**config.mk**
```make
export PLATFORM = sky130hd
export DESIGN_NAME = kalman_scalar_mc_flat
export DESIGN_NICKNAME = d
export VERILOG_FILES = /design/src/rtl/kalman_scalar_mc_if.sv /design/src/rtl/kalman_scalar_mc.sv /design/src/flat_wrapper.sv
export SDC_FILE = /design/constraint.sdc
export NUM_CORES = 2
export LEC_CHECK = 0
export CAP_MARGIN = 20
export CORE_MARGIN = 1.5
export CORE_UTILIZATION = 45
export CTS_CLUSTER_SIZE = 25
export DETAILED_ROUTE_END_ITERATION = 7
export HOLD_SLACK_MARGIN = 0.05
export PLACE_DENSITY_LB_ADDON = 0.2
export SYNTH_ARGS = -nofsm -noshare
export SYNTH_HDL_FRONTEND = slang
export SYNTH_SLANG_ARGS = --single-unit
```
**constraint.sdc**
```tcl
create_clock -name clk -period 46 [get_ports clk]
set_clock_uncertainty 0.2 [all_clocks]
set_input_delay 9.2 -clock clk [delete_from_list [all_inputs] [get_ports clk]]
set_output_delay 9.2 -clock clk [all_outputs]
set_load 0.01 [all_outputs]
```
**src/rtl/kalman_scalar_mc_if.sv**
```systemverilog
// Sample/result handshake bundle for the multi-channel scalar Kalman filter.
// The master drives samples and status clear; the slave returns results and flags.
interface kalman_scalar_mc_if #(
  parameter int N    = 32,
  parameter int CH_W = 2
);
  logic                   in_valid;
  logic                   in_ready;
  logic [CH_W-1:0]        in_ch;
  logic signed [N-1:0]    in_z;
  logic                   in_init;
  logic signed [N-1:0]    q_noise;
  logic signed [N-1:0]    r_noise;
  logic                   out_valid;
  logic [CH_W-1:0]        out_ch;
  logic signed [N-1:0]    out_x;
  logic signed [N-1:0]    out_p;
  logic signed [N-1:0]    out_k;
  logic                   out_rej;
  logic [2:0]             status;
  logic                   clr_status;

  modport slave (
    input  in_valid, in_ch, in_z, in_init, q_noise, r_noise, clr_status,
    output in_ready, out_valid, out_ch, out_x, out_p, out_k, out_rej, status
  );

  modport master (
    output in_valid, in_ch, in_z, in_init, q_noise, r_noise, clr_status,
    input  in_ready, out_valid, out_ch, out_x, out_p, out_k, out_rej, status
  );
endinterface

```
**src/rtl/kalman_scalar_mc.sv**
```systemverilog
// Multi-channel 1-state Kalman filter sharing one Q-format multiplier and one restoring divider.
// Optional innovation gate enabled by defining KALMAN_INNOV_GATE_EN.
module kalman_scalar_mc #(
  parameter int N    = 32,
  parameter int Q    = 18,
  parameter int CH   = 4,
  parameter int CH_W = 2,
  parameter logic signed [N-1:0] A_COEF = N'(64'sd1 <<< Q),
  parameter logic signed [N-1:0] P_INIT = N'(64'sd5 <<< Q)
`ifdef KALMAN_INNOV_GATE_EN
  ,
  parameter logic signed [N-1:0] GATE_TH = N'(64'sd2 <<< Q)
`endif
) (
  input  logic               clk,
  input  logic               reset,
  kalman_scalar_mc_if.slave  bus
);

  localparam logic signed [N-1:0] SF   = N'(64'sd1 <<< Q);
  localparam logic signed [N-1:0] MAXV = {1'b0, {(N-1){1'b1}}};
  localparam logic signed [N-1:0] MINV = {1'b1, {(N-1){1'b0}}};
  localparam int CW = $clog2(Q + 1) + 1;

  typedef enum logic [2:0] {S_IDLE, S_PX, S_PP1, S_PP2, S_DIV, S_UX, S_UP, S_WB} state_t;

  // Result word is {overflow flag, saturated value}.
  function automatic logic [N:0] sat_mul(input logic signed [N-1:0] a,
                                         input logic signed [N-1:0] b);
    logic signed [2*N-1:0] prod;
    logic signed [2*N-1:0] sh;
    prod = (2*N)'(a) * (2*N)'(b);
    sh   = prod >>> Q;
    if (sh > (2*N)'(MAXV))      return {1'b1, MAXV};
    else if (sh < (2*N)'(MINV)) return {1'b1, MINV};
    else                        return {1'b0, sh[N-1:0]};
  endfunction

  function automatic logic [N:0] sat_add(input logic signed [N-1:0] a,
                                         input logic signed [N-1:0] b);
    logic signed [N:0] s;
    s = (N+1)'(a) + (N+1)'(b);
    if (s > (N+1)'(MAXV))      return {1'b1, MAXV};
    else if (s < (N+1)'(MINV)) return {1'b1, MINV};
    else                       return {1'b0, s[N-1:0]};
  endfunction

  function automatic logic [N:0] sat_sub(input logic signed [N-1:0] a,
                                         input logic signed [N-1:0] b);
    logic signed [N:0] s;
    s = (N+1)'(a) - (N+1)'(b);
    if (s > (N+1)'(MAXV))      return {1'b1, MAXV};
    else if (s < (N+1)'(MINV)) return {1'b1, MINV};
    else                       return {1'b0, s[N-1:0]};
  endfunction

  state_t state_q, state_d;
  logic [CW-1:0]       cnt_q;
  logic [2:0]          status_q;
  logic signed [N-1:0] x_mem_q [CH];
  logic signed [N-1:0] p_mem_q [CH];
  logic                out_valid_q, out_rej_q;
  logic [CH_W-1:0]     out_ch_q;
  logic signed [N-1:0] out_x_q, out_p_q, out_k_q;

  logic [CH_W-1:0]     ch_q;
  logic                init_q, drop_q, big_q, bad_q, rej_q;
  logic signed [N-1:0] z_q, q_q, r_q, xp_q, t_q, pp_q, k_q, xn_q, pn_q;
  logic [N-1:0]        den_q;
  logic [N+1:0]        rem_q;
  logic [Q:0]          quo_q;

  logic accept, ch_bad, gate_hit, set_sat, set_div, set_ch;
  logic signed [N-1:0] x_cur, p_cur, mul_a, mul_b, mul_y;
  logic signed [N-1:0] pp_next, pp_pos, d_val, innov, ux_sum, k_fin, wb_x, wb_p, wb_k;
  logic [N:0]          mul_r, pp_r, d_r, innov_r, ux_r;
  logic [N+1:0]        den_ext, rem_sh, rem_nx;
  logic [Q:0]          quo_nx;
  logic                div_ge;

  assign bus.in_ready  = (state_q == S_IDLE) && !reset;
  assign accept        = bus.in_valid && bus.in_ready;
  assign ch_bad        = (32'(bus.in_ch) >= CH);
  assign x_cur         = x_mem_q[ch_q];
  assign p_cur         = p_mem_q[ch_q];

  always_comb begin
    mul_a = '0;
    mul_b = '0;
    case (state_q)
      S_PX:    begin mul_a = A_COEF;    mul_b = x_cur; end
      S_PP1:   begin mul_a = A_COEF;    mul_b = p_cur; end
      S_PP2:   begin mul_a = A_COEF;    mul_b = t_q;   end
      S_UX:    begin mul_a = k_q;       mul_b = innov; end
      S_UP:    begin mul_a = SF - k_q;  mul_b = pp_q;  end
      default: ;
    endcase
  end

  assign mul_r   = sat_mul(mul_a, mul_b);
  assign mul_y   = $signed(mul_r[N-1:0]);
  assign pp_r    = sat_add(mul_y, q_q);
  assign pp_next = $signed(pp_r[N-1:0]);
  assign pp_pos  = (pp_next < 0) ? '0 : pp_next;
  assign d_r     = sat_add(pp_pos, r_q);
  assign d_val   = $signed(d_r[N-1:0]);
  assign innov_r = sat_sub(z_q, xp_q);
  assign innov   = $signed(innov_r[N-1:0]);
  assign ux_r    = sat_add(xp_q, mul_y);
  assign ux_sum  = $signed(ux_r[N-1:0]);

  // First divider step weighs the 2^Q quotient bit without shifting the remainder.
  assign den_ext = {2'b00, den_q};
  assign rem_sh  = (cnt_q == '0) ? rem_q : {rem_q[N:0], 1'b0};
  assign div_ge  = (rem_sh >= den_ext);
  assign rem_nx  = div_ge ? (rem_sh - den_ext) : rem_sh;
  assign quo_nx  = {quo_q[Q-1:0], div_ge};
  assign k_fin   = bad_q ? '0 : (big_q ? SF : $signed({{(N-Q-1){1'b0}}, quo_nx}));

`ifdef KALMAN_INNOV_GATE_EN
  logic signed [N:0] innov_wide, innov_abs;
  assign innov_wide = (N+1)'(innov);
  assign innov_abs  = (innov_wide < 0) ? -innov_wide : innov_wide;
  assign gate_hit   = (innov_abs > (N+1)'(GATE_TH));
`else
  assign gate_hit = 1'b0;
`endif

  always_comb begin
    set_sat = 1'b0;
    case (state_q)
      S_PX, S_PP1, S_UP: set_sat = mul_r[N];
      S_PP2:             set_sat = mul_r[N] | pp_r[N] | d_r[N];
      S_UX:              set_sat = mul_r[N] | innov_r[N] | ux_r[N];
      default: ;
    endcase
  end
  assign set_div = (state_q == S_PP2) && (d_val <= 0);
  assign set_ch  = accept && ch_bad;

  always_comb begin
    state_d = state_q;
    case (state_q)
      S_IDLE:  if (accept) state_d = (ch_bad || bus.in_init) ? S_WB : S_PX;
      S_PX:    state_d = S_PP1;
      S_PP1:   state_d = S_PP2;
      S_PP2:   state_d = S_DIV;
      S_DIV:   if (cnt_q == CW'(Q)) state_d = S_UX;
      S_UX:    state_d = S_UP;
      S_UP:    state_d = S_WB;
      S_WB:    state_d = S_IDLE;
      default: state_d = S_IDLE;
    endcase
  end

  assign wb_x = init_q ? z_q    : xn_q;
  assign wb_p = init_q ? P_INIT : pn_q;
  assign wb_k = init_q ? '0     : k_q;

  always_ff @(posedge clk or posedge reset) begin
    if (reset) begin
      state_q     <= S_IDLE;
      cnt_q       <= '0;
      status_q    <= '0;
      out_valid_q <= 1'b0;
      out_ch_q    <= '0;
      out_x_q     <= '0;
      out_p_q     <= '0;
      out_k_q     <= '0;
      out_rej_q   <= 1'b0;
      for (int i = 0; i < CH; i++) begin
        x_mem_q[i] <= '0;
        p_mem_q[i] <= P_INIT;
      end
    end else begin
      state_q     <= state_d;
      out_valid_q <= 1'b0;
      status_q    <= (bus.clr_status ? 3'b000 : status_q) | {set_ch, set_div, set_sat};
      if (state_q == S_PP2)      cnt_q <= '0;
      else if (state_q == S_DIV) cnt_q <= cnt_q + 1'b1;
      if (state_q == S_WB && !drop_q) begin
        x_mem_q[ch_q] <= wb_x;
        p_mem_q[ch_q] <= wb_p;
        out_valid_q   <= 1'b1;
        out_ch_q      <= ch_q;
        out_x_q       <= wb_x;
        out_p_q       <= wb_p;
        out_k_q       <= wb_k;
        out_rej_q     <= init_q ? 1'b0 : rej_q;
      end
    end
  end

  // Datapath registers carry no reset; the FSM guarantees they are written before use.
  always_ff @(posedge clk) begin
    if (accept) begin
      ch_q   <= bus.in_ch;
      z_q    <= bus.in_z;
      init_q <= bus.in_init;
      drop_q <= ch_bad;
      q_q    <= bus.q_noise;
      r_q    <= bus.r_noise;
      rej_q  <= 1'b0;
    end
    case (state_q)
      S_PX:  xp_q <= mul_y;
      S_PP1: t_q  <= mul_y;
      S_PP2: begin
        pp_q  <= pp_next;
        den_q <= d_val[N-1:0];
        rem_q <= {2'b00, pp_pos};
        quo_q <= '0;
        big_q <= (pp_pos >= d_val);
        bad_q <= (d_val <= 0);
      end
      S_DIV: begin
        rem_q <= rem_nx;
        quo_q <= quo_nx;
        if (cnt_q == CW'(Q)) k_q <= k_fin;
      end
      S_UX: begin
        if (gate_hit) begin
          xn_q  <= xp_q;
          k_q   <= '0;
          rej_q <= 1'b1;
        end else begin
          xn_q  <= ux_sum;
        end
      end
      S_UP:  pn_q <= (mul_y < 0) ? '0 : mul_y;
      default: ;
    endcase
  end

  assign bus.out_valid = out_valid_q;
  assign bus.out_ch    = out_ch_q;
  assign bus.out_x     = out_x_q;
  assign bus.out_p     = out_p_q;
  assign bus.out_k     = out_k_q;
  assign bus.out_rej   = out_rej_q;
  assign bus.status    = status_q;

endmodule

```
**src/flat_wrapper.sv**
```systemverilog
// flat-port wrapper written by rule: the top's interface ports become plain ports
module kalman_scalar_mc_flat 
#(
  parameter int N    = 32,
  parameter int Q    = 18,
  parameter int CH   = 4,
  parameter int CH_W = 2,
  parameter logic signed [N-1:0] A_COEF = N'(64'sd1 <<< Q),
  parameter logic signed [N-1:0] P_INIT = N'(64'sd5 <<< Q)

)
  (clk, reset, bus_in_valid, bus_in_ch, bus_in_z, bus_in_init, bus_q_noise, bus_r_noise, bus_clr_status, bus_in_ready, bus_out_valid, bus_out_ch, bus_out_x, bus_out_p, bus_out_k, bus_out_rej, bus_status);
  kalman_scalar_mc_if #(.N(N), .CH_W(CH_W)) bus_i ();
  input  logic clk;
  input  logic reset;
  input wire logic [$bits(bus_i.in_valid)-1:0] bus_in_valid;
  input wire logic [$bits(bus_i.in_ch)-1:0] bus_in_ch;
  input wire logic [$bits(bus_i.in_z)-1:0] bus_in_z;
  input wire logic [$bits(bus_i.in_init)-1:0] bus_in_init;
  input wire logic [$bits(bus_i.q_noise)-1:0] bus_q_noise;
  input wire logic [$bits(bus_i.r_noise)-1:0] bus_r_noise;
  input wire logic [$bits(bus_i.clr_status)-1:0] bus_clr_status;
  output wire logic [$bits(bus_i.in_ready)-1:0] bus_in_ready;
  output wire logic [$bits(bus_i.out_valid)-1:0] bus_out_valid;
  output wire logic [$bits(bus_i.out_ch)-1:0] bus_out_ch;
  output wire logic [$bits(bus_i.out_x)-1:0] bus_out_x;
  output wire logic [$bits(bus_i.out_p)-1:0] bus_out_p;
  output wire logic [$bits(bus_i.out_k)-1:0] bus_out_k;
  output wire logic [$bits(bus_i.out_rej)-1:0] bus_out_rej;
  output wire logic [$bits(bus_i.status)-1:0] bus_status;
  assign bus_i.in_valid = bus_in_valid;
  assign bus_i.in_ch = bus_in_ch;
  assign bus_i.in_z = bus_in_z;
  assign bus_i.in_init = bus_in_init;
  assign bus_i.q_noise = bus_q_noise;
  assign bus_i.r_noise = bus_r_noise;
  assign bus_i.clr_status = bus_clr_status;
  assign bus_in_ready = bus_i.in_ready;
  assign bus_out_valid = bus_i.out_valid;
  assign bus_out_ch = bus_i.out_ch;
  assign bus_out_x = bus_i.out_x;
  assign bus_out_p = bus_i.out_p;
  assign bus_out_k = bus_i.out_k;
  assign bus_out_rej = bus_i.out_rej;
  assign bus_status = bus_i.status;
  kalman_scalar_mc #(.N(N), .Q(Q), .CH(CH), .CH_W(CH_W), .A_COEF(A_COEF), .P_INIT(P_INIT)) u_core (.clk(clk), .reset(reset), .bus(bus_i));
endmodule
```
# After elaboration in Yosys (flattened, before gate mapping)
# Cells that the tools add are included.
# totals
ff_bits	744
in_bits	103
output_inout_bits	104
word_cells	127
# op_classes
add_sub_neg	7
n_mul	1
n_lt_le_gt_ge	17
n_eq_ne	10
n_mux	40
bitwise_logic	6
n_reduce_logical	13
# op_table
op	n
two-way mux 33 bit	10
two-way mux 32 bit	9
bitwise mux 128 bit	2
one-hot mux 32 bit (5 select lines)	1
greater-than comparator 33 x 32 -> 1 bit, second input constant	4
< comparator 33 x 32 -> 1 bit, second input constant	4
binary-select mux 32 bit (select 2 bit)	2
adder 32 x 32 -> 33 bit	3
one-hot mux 32 bit (3 select lines)	1
two-way mux 34 bit	2
one-hot mux 34 bit (2 select lines)	1
demux 32 bit (select 2 bit)	1
< comparator 32 x 1 -> 1 bit, second input constant	2
multiplier 32 x 32 -> 64 bit	1
greater-than comparator 46 x 32 -> 1 bit, second input constant	1
< comparator 46 x 32 -> 1 bit, second input constant	1
one-hot mux 18 bit (2 select lines)	1
>= comparator 34 x 32 -> 1 bit	1
subtractor 34 x 32 -> 34 bit	1
subtractor 32 x 32 -> 33 bit	1
>= comparator 32 bit	1
<= comparator 32 x 1 -> 1 bit, second input constant	1
subtractor 20 x 32 -> 32 bit, first input constant	1
one-hot mux 3 bit (8 select lines)	1
25 further kinds	41

# Logic depth before layout (Yosys ltp)
# logic_depth
depth_word	22
depth_mapped	100
depth_no_buf	94

# Least setup slack after synthesis
# Ideal clock, no wire load.
# synth_path
kind	input to register
from	input reset
to	register u_core.ch_q[0], enable pin
setup_time_ns	0.800
arrival_ns	26.075
required_time_ns	45.000
slack_ns	18.925
path_stages	3
path_buffers	0
cell_sequence	inv_1 -> nand2_1 -> nor4_1
# synth_between
elab_chain_len	3
# synth_rtl
item	line	text
start, declared	flat_wrapper.sv:15	input logic reset;
logical NOT 1 bit	kalman_scalar_mc.sv:81	assign bus.in_ready = (state_q == S_IDLE) && !reset;
logical AND 1 bit	kalman_scalar_mc.sv:81	
logical AND 1 bit	kalman_scalar_mc.sv:82	assign accept = bus.in_valid && bus.in_ready;
net u_core.accept	kalman_scalar_mc.sv:73	logic accept, ch_bad, gate_hit, set_sat, set_div, set_ch;
end signal, assigned	kalman_scalar_mc.sv:197	ch_q <= bus.in_ch;
end, declared	kalman_scalar_mc.sv:66	logic [CH_W-1:0] ch_q;
# The timed path passes the listed nets, and every way through them passes these cells.
# A chain may end at the register's enable or synchronous reset.

# Worst setup path in the final report
# layout_path
from	register u_core.k_q[2]
to	register u_core.big_q (data pin)
# layout_between
elab_chain_len	17
elab_cells_between_ends	20
cone_classes	add/sub (3); mul (1); order compare (8); mux (8)
# layout_rtl
item	line	text
start, declared	kalman_scalar_mc.sv:68	logic signed [N-1:0] z_q, q_q, r_q, xp_q, t_q, pp_q, k_q, xn_q, pn_q;
start signal, assigned	kalman_scalar_mc.sv:219	if (cnt_q == CW'(Q)) k_q <= k_fin;
subtractor 20 x 32 -> 32 bit	kalman_scalar_mc.sv:95	S_UP: begin mul_a = SF - k_q; mul_b = pp_q; end
one-hot mux 32 bit (3 select lines) (*)	kalman_scalar_mc.sv:90	case (state_q)
multiplier 32 x 32 -> 64 bit (*)	kalman_scalar_mc.sv:32	prod = (2*N)'(a) * (2*N)'(b);
< comparator 46 x 32 -> 1 bit	kalman_scalar_mc.sv:35	else if (sh < (2*N)'(MINV)) return {1'b1, MINV};
two-way mux 33 bit	kalman_scalar_mc.sv:35	
two-way mux 33 bit (*)	kalman_scalar_mc.sv:34	if (sh > (2*N)'(MAXV)) return {1'b1, MAXV};
net u_core.mul_r[5]	kalman_scalar_mc.sv:76	logic [N:0] mul_r, pp_r, d_r, innov_r, ux_r;
adder 32 x 32 -> 33 bit (*)	kalman_scalar_mc.sv:42	s = (N+1)'(a) + (N+1)'(b);
[... 2 more ...]	--	
two-way mux 33 bit (*)	kalman_scalar_mc.sv:43	if (s > (N+1)'(MAXV)) return {1'b1, MAXV};
< comparator 32 x 1 -> 1 bit	kalman_scalar_mc.sv:104	assign pp_pos = (pp_next < 0) ? '0 : pp_next;
two-way mux 32 bit (*)	kalman_scalar_mc.sv:104	
adder 32 x 32 -> 33 bit	kalman_scalar_mc.sv:42	
< comparator 33 x 32 -> 1 bit	kalman_scalar_mc.sv:44	else if (s < (N+1)'(MINV)) return {1'b1, MINV};
two-way mux 33 bit	kalman_scalar_mc.sv:44	
two-way mux 33 bit	kalman_scalar_mc.sv:43	
>= comparator 32 bit (*)	kalman_scalar_mc.sv:213	big_q <= (pp_pos >= d_val);
end signal, assigned	kalman_scalar_mc.sv:213	
end, declared	kalman_scalar_mc.sv:67	logic init_q, drop_q, big_q, bad_q, rej_q;
# Mark *: on every way through the listed nets, which the timed path passes. The rest lies on a longest branch.

==> impl_metrics.ini <==
[cts]
clockBufferDepth = 3
cts_resized = 0
cts_tree = built
cts_hold_buf = 0
cts_root_buf = clkbuf_16
cts.clk_slew.worst_paths_ns = 0.06
cts_sinks = 717
cts-htree-levels = 3
clkLatencyLatePin_ns = 0.70
cts_setup_buffers = 0
cts_buffers = 76

[synthesis]
synth_top_area_frac = 0.285
yosys.area.top_type = fa_1
synth_edf_count = 364
ys_seq_elements = 717
synth_top_cells_by_count = inv_1, fa_1, nand2_1
syn_inst = 8064
avgSynthCellArea_um2 = 9.48
syn_area_mm2 = 0.0765
ys_seq_area_frac = 0.259
synth.area.top_cells = fa_1, edfxtp_1, dfrtp_1
ys.flop_type = edfxtp_1
yosysUniqueCellTypes = 105
yosysMostFrequentCell = inv_1
async_flop_share = 0.492
synth_warnings = 0

[timing]
max_freq_mhz = 39.3
hold_viol_final = 0
max-slew-margin-rel = 0.223
post-route-period-util = 0.553
finalSetupViolCount = 0
report.final.slew_viol_count = 0
worstMarginPinSlew_ns = 1.17
fin_setup_tns_ns = 0
rsz0062_at_grt = no
final.min_clock_period_ns = 25.42

[floorplan]
start_util = 0.452
core-area_mm2 = 0.169
die_area_mm2 = 0.172
die_x_um = 415
die_h_um = 415
pin_count = 207
rows = 151

[routing]
drc_errors = 0
ant_nets = 0
post_drt_wl_per_cell_um = 23.5
firstDrtPassIters = 6
drt_iter0_markers = 4914
routed_wl_mm = 243
vias = 58071
routed_via_density = 5.62

[worst_setup_path]
crit_arrival_ns = 25.63
path_buf_inv = 11
crit_path_start_kind = flip-flop
crit_type = reg2reg
slowest_stage = fa_1
crit_fanout = 59
crit_required_ns = 46.21
max_stage_delay_ns = 0.88
cp-end-kind = flip-flop
crit_top_cell = or3_1
crit_family = simple AND/OR/NAND/NOR gates

[grt]
grt_max_degree = 168
grt_pass1_vias = 58767
grt-ovfl-total = 0
antenna_found_initial = 2
grt_pass1_wl_mm = 370
grt_use_total = 0.284

[final_layout]
syn_to_final_growth_pct = 9.47
nets = 9598
drive_above_1_share = 0.0599
num-fill-cells = 15683
regArea_mm2 = 0.0198
multi_input_area_mm2 = 0.0506

[placement]
dp_hpwl_mm = 193
io_buffers = 191
place_congestion = 0.982

[run]
cap_violations = 0

[outcome]
status = finished, final reports clean

[worst_hold_path]
hold_path.class = reg2reg
[registers in the layout (all words and copies together), names as in the netlist, 3 cells and up]
name	flops
u_core.xn_q	32
u_core.bus.out_x	32
u_core.q_q	32
u_core.rem_q	34
u_core.r_q	32
u_core.x_mem_q	128
u_core.k_q	19
u_core.xp_q	32
u_core.quo_q	18
u_core.pn_q	32
u_core.p_mem_q	128
u_core.z_q	32
u_core.t_q	32
u_core.cnt_q	6
u_core.bus.out_p	32
u_core.pp_q	32
u_core.state_q	3
u_core.den_q	32
u_core.bus.out_k	19
[cell usage in the layout, fill, tap and decap left out, drive strengths merged, types with 24 or more instances in the layout]
master         instances
o22ai                 48
nor2                 729
or3                   37
mux2i                117
xor2                  58
a21oi                293
a31oi                 28
edfxtp               364
clkbuf                92
inv                 1296
o21a                  24
o21ai                536
xnor2                131
clkdlybuf4s50        191
and3                  50
ha                   363
or2                   39
clkinv                25
nor2b                 46
buf                  133
a211oi                37
a22oi                 24
nand4                 50
nand2b               162
and2                  42
nand3                 57
fa                  1087
dfrtp                345
nor3                  67
mux4                  64
o31ai                 39
nor3b                 27
a21o                 158
o21bai                37
o211ai                24
nand2                993
[cells by family (layout without fill, tap and decap cells)]
logic type | Yosys count | in the layout | synth area share
other | 1 | 19 | 0.0000491
XOR/XNOR | 189 | 189 | 0.0217
adder cells (fa/ha/maj) | 1464 | 1464 | 0.346
buffers and inverters | 1725 | 1755 | 0.0859
AND/OR/NAND/NOR | 2381 | 2381 | 0.140
AO/OA/AOI/OAI | 1401 | 1401 | 0.113
flip-flops | 717 | 717 | 0.259
multiplexers | 186 | 186 | 0.0349
[path summary, 6_finish.rpt]
check / to / start / cells past startpoint / slack [ns]
worst max-delay path: u_core.big_q / u_core.k_q[2] / 84 / 20.58
worst min-delay path: u_core.p_mem_q[24] / u_core.p_mem_q[24] / 2 / 0.28
worst max register to register: u_core.big_q / u_core.k_q[2] / 84 / 20.58
worst min register to register: u_core.p_mem_q[24] / u_core.p_mem_q[24] / 2 / 0.28
max in group asynchronous: u_core.x_mem_q[56] / reset / 5 / 34.48
min in group asynchronous: u_core.x_mem_q[18] / reset / 2 / 9.08
[worst min-delay path: cells and delay by family, from the launching register on]
kind / cells / cell delay [ns]
AO/OA/AOI/OAI: 1 / 0.06
flip-flops: 1 / 0.34
AND/OR/NAND/NOR: 1 / 0.04
[metrics by stage]
stage | cell area, um^2 | worst slack (ns) | hold slack, ns | cells | util
after global routing | 83700 | 18.95 | 0.296 | 10327 | 0.495
final | 83700 | 20.58 | 0.277 | 10330 | 0.495
after detailed placement | 80900 | 21.00 | 0.262 | 10183 | 0.479
after global placement | 80900 | 21.51 | 0.253 | 10182 | 0.479
after floorplan | 76500 | 18.92 | 0.245 | 8079 | -
after CTS | 83700 | 20.92 | 0.279 | 10325 | 0.495
[final cells by class]
class                   instances  share of cell area
diodes                          3           0.0000897
clock buffers                  92              0.0242
clock inverters                50             0.00837
inverters                    1289              0.0579
multi-input cells            5637               0.605
flip-flops and latches        717               0.236
well taps                    2218              0.0332
repair buffers                324              0.0351
[layer usage]
layer,global-route usage,part of all wire,up-vias
met4,0.0955,0.038,2
met2,0.473,0.48,1770
li1,-,-,26017
met3,0.0355,0.057,362
met1,0.383,0.42,29920
met5,0,0.000058,-
Power is left out: the tool's default activity adds up to more than one toggle a clock period on the data nets, which glitch-free logic cannot reach.
